## src/rtl/vedic_mul_result_streamer.sv

```systemverilog
// vedic_mul_result_streamer: captures one product and streams it LSW-first as WORD_W beats with a last flag.
// Defining RESULT_STREAMER_PARITY_EN adds out_parity, the XOR of the current beat.
module vedic_mul_result_streamer #(
    parameter int PROD_W = 512,
    parameter int WORD_W = 32,
    localparam int NUM_WORDS = PROD_W / WORD_W,
    localparam int IDX_W = NUM_WORDS > 1 ? $clog2(NUM_WORDS) : 1
) (
    input  logic              clk,
    input  logic              rst,
    input  logic              prod_valid,
    output logic              prod_ready,
    input  logic [PROD_W-1:0] prod,
    output logic              out_valid,
    input  logic              out_ready,
    output logic [WORD_W-1:0] out_data,
    output logic              out_last,
    output logic [IDX_W-1:0]  out_idx,
    output logic              busy
`ifdef RESULT_STREAMER_PARITY_EN
    ,
    output logic              out_parity
`endif
);
    if (PROD_W % WORD_W != 0) begin : g_bad_width
        $error("WORD_W must divide PROD_W");
    end

    typedef enum logic {IDLE, STREAM} state_t;

    state_t                           state_q, state_d;
    logic [IDX_W-1:0]                 idx_q, idx_d;
    logic [NUM_WORDS-1:0][WORD_W-1:0] shadow_q, shadow_d;
    logic                             capture;

    assign out_valid  = state_q == STREAM;
    assign busy       = out_valid;
    assign out_idx    = idx_q;
    assign out_last   = out_valid && idx_q == IDX_W'(NUM_WORDS - 1);
    assign out_data   = out_valid ? shadow_q[idx_q] : '0;
    // Ready is forced low in reset and opens on the final beat so products chain without bubbles.
    assign prod_ready = !rst && (state_q == IDLE || (out_last && out_ready));
    assign capture    = prod_valid && prod_ready;
`ifdef RESULT_STREAMER_PARITY_EN
    assign out_parity = ^out_data;
`endif

    always_comb begin
        state_d  = state_q;
        idx_d    = idx_q;
        shadow_d = shadow_q;
        if (out_valid && out_ready) begin
            if (out_last) state_d = IDLE;
            else          idx_d   = idx_q + IDX_W'(1);
        end
        if (capture) begin
            shadow_d = prod;
            idx_d    = '0;
            state_d  = STREAM;
        end
    end

    always_ff @(posedge clk or posedge rst) begin
        if (rst) begin
            state_q  <= IDLE;
            idx_q    <= '0;
            shadow_q <= '0;
        end else begin
            state_q  <= state_d;
            idx_q    <= idx_d;
            shadow_q <= shadow_d;
        end
    end
endmodule
```

## config.mk

```make
export PLATFORM = sky130hd
export DESIGN_NAME = vedic_mul_result_streamer
export DESIGN_NICKNAME = d
export VERILOG_FILES = /design/src/rtl/vedic_mul_result_streamer.sv
export SDC_FILE = /design/constraint.sdc
export NUM_CORES = 1
export LEC_CHECK = 0
export CAP_MARGIN = 20
export CORE_AREA = 3 3 228 230
export CTS_CLUSTER_DIAMETER = 100
export DETAILED_ROUTE_END_ITERATION = 12
export DIE_AREA = 0 0 231 233
export MAX_ROUTING_LAYER = met4
export PLACE_DENSITY = 0.77
export SLEW_MARGIN = 40
export SYNTH_ARGS = -nofsm -noshare
export SYNTH_HDL_FRONTEND = slang
export SYNTH_SLANG_ARGS = --single-unit
```

## constraint.sdc

```tcl
create_clock -name clk -period 23.5 [get_ports clk]
set_input_delay 4.7 -clock clk [delete_from_list [all_inputs] [get_ports clk]]
set_output_delay 4.7 -clock clk [all_outputs]
set_load 0.03 [all_outputs]
```

==> run metrics <==
status finished clean; first-pass GRT wire length 107000 um; endpoints failing setup 0; GR Overflow Total 0; CTS tree yes; Clock Latency Late Sink 0.60 ns; largest net degree at the start of global routing 129; Syn Nets 2070; Slew @ Worst Pin 0.9775 ns; min Tclk post-route 11.02 ns; Cell variety after synth 31; sequential area share after synthesis 54.19%; Final Hold Fails 0; Worst Path Required 18.80 ns; Min-Delay Path Class reg -> reg; commonest non-fill, non-tap cells in the layout 555 x clkdlybuf4s50_1, 515 x dfrtp_1, 400 x mux2_2, 155 x mux2i_1, 100 x mux2_4; setup ws final 12.48 ns; Iteration-0 DRC Markers 916; startpoint types input port; Residual DRC 0; CTS root buffer clkbuf_16; fin. max-slew vios 0; Row Count 82; Final Cycle Share 46.88%; H-tree depth 2; Pwr per Cell Area 140.8 mW/mm^2; Initial Util 47.68%; hold buffer count at cts 0; Cell Area, Synth 0.02387 sq mm; Final ANT Viol Nets 0; Post-CTS Resized 0; die width 231 um; #FFs+latches synth 517; Crit. End Element primary output; share of cells above drive strength 1 32.23%; MaxCap Viol Count 0; Ys Warns 0; headroom to the max-slew limit 34.84%; Total Nets Final 2592; final setup skew 0.01215 ns; Crit path arrival time 6.32 ns; clk sinks 517; Clock Path Buffers 3; port bufs 555; Post-CTS Setup Inserts 0; DR WL/cell 25.83 um; post-DP HPWL 52040 um; first-pass detailed-route iteration total 5; Post-Route WL 73020 um; core area 0.05007 sq mm; crit-path max FO 4; gr usage total 27.55%; chip height 233 um; GPL Wtd Cong 0.8539; post-synthesis cell count 1553; max frequency 90.78 MHz; worst slack, placed 12.48 ns; cts bufs inserted 56; full die area 0.05382 sq mm; clk slew on worst S/H paths 0.06 ns; Synth Flop Type dfrtp_1; Post-synth EDFFs 0; routed via count 15617; P&R area growth vs syn 33.10%; Leak Pwr 13.35 nW; vias in the first global route 16952; Sum Neg Setup Slack 0 ns; Layout fillers 3821; RSZ-0062 raised after global routing false; Avg Vias per Cell 5.524; average size of a mapped cell 15.37 sq um; initial antenna violation count 37; ys async rst share 100.0%; Peak VDD IR 0.09355 mV; WS Path Type in -> out; commonest non-fill, non-tap cell in the layout clkdlybuf4s50_1; Top-Level Pins 556
## cell type report
class	count	area [sq um]	share of cell area, %
inverters	2	20.02	0.06300
flip-flops and latches	517	12940	40.74
clock buffers	78	1625	5.115
well taps	672	840.8	2.646
multi-input cells	916	10120	31.84
clock inverters	24	280.3	0.8820
diodes	36	90.09	0.2835
repair buffers	582	5857	18.43
## flip-flops by register name, summed over array words and instances, names as in the netlist
register	cells
shadow_q	512
out_idx	4
busy	1
## worst max-delay path, stage by stage
cell,delay (ns)
clkdlybuf4s50_1,0.54
nand4_1,0.16
a21oi_2,0.23
clkdlybuf4s50_1,0.69
## synth_stat cells (2+ instances only)
cell	instances	share of area, %
xnor2_1	2	0.073
inv_1	2	0.031
and2_1	2	0.052
o21ai_0	64	1.3
nor2_1	5	0.079
buf_1	4	0.063
a31oi_1	2	0.052
clkbuf_1	30	0.47
buf_6	5	0.24
mux4_2	51	4.8
buf_2	26	0.55
a22oi_1	26	0.82
a221oi_1	51	1.9
mux2i_1	155	6.5
nor2b_1	2	0.052
buf_12	11	0.92
mux2_4	100	6.3
mux2_2	400	19
mux2_1	12	0.57
dfrtp_1	517	54
nand2_1	35	0.55
buf_4	42	1.3
## path summary, 6_finish.rpt
path	start	endpoint	slack (ns)	cells after the start
setup reg to reg	out_idx[2]	shadow_q[428]	18.27	9
hold reg to reg	shadow_q[274]	shadow_q[274]	0.48	1
min in group asynchronous	rst	shadow_q[100]	4.67	2
setup / recovery	out_ready	prod_ready	12.48	4
max in group asynchronous	rst	shadow_q[235]	15.84	6
hold / removal	shadow_q[274]	shadow_q[274]	0.48	1
## per-stage QoR
stage | std cells | power, W | hold slack (ns) | util (%) | cell area, sq um
CTS | 2788 | 0.004502 | 0.4872 | 63.20 | 31640
global route | 2826 | 0.004706 | 0.5089 | 63.46 | 31770
floorplan | 1553 | 0.002876 | 0.4533 | - | 23870
detailed placement | 2686 | 0.003575 | 0.4742 | 59.40 | 29740
global placement | 2684 | 0.003502 | 0.4638 | 59.25 | 29670
finish | 2827 | 0.004475 | 0.4836 | 63.46 | 31780
## kinds of logic (layout without fill, tap and decap cells)
logic type	after synthesis	count (layout)	synth area share (%)
mux	718	718	37.03
flops	517	517	54.19
compound gates	147	147	4.219
buf+inv	120	686	3.590
simple gates	48	48	0.8438
xor+xnor	2	2	0.07338
fa+ha+maj	1	1	0.05240
other cells	0	36	0
## power breakdown
part | switching (W) | leakage [nW] | internal [W]
registers | 0.000282 | 6.19 | 0.00134
logic | 0.000929 | 6.20 | 0.00101
clock network | 0.000365 | 0.951 | 0.000546
total | 0.00158 | 13.3 | 0.00290
## per-layer routing
layer / vias up / part of all wire [%] / global-route usage (%)
met4: 0 / 3.2 / 11.52
met5: - / 0 / -
met2: 541 / 50 / 43.85
met3: 114 / 7.6 / 7.774
met1: 8084 / 40 / 33.18
li1: 6878 / - / -
(Power assumes the default switching activity.)
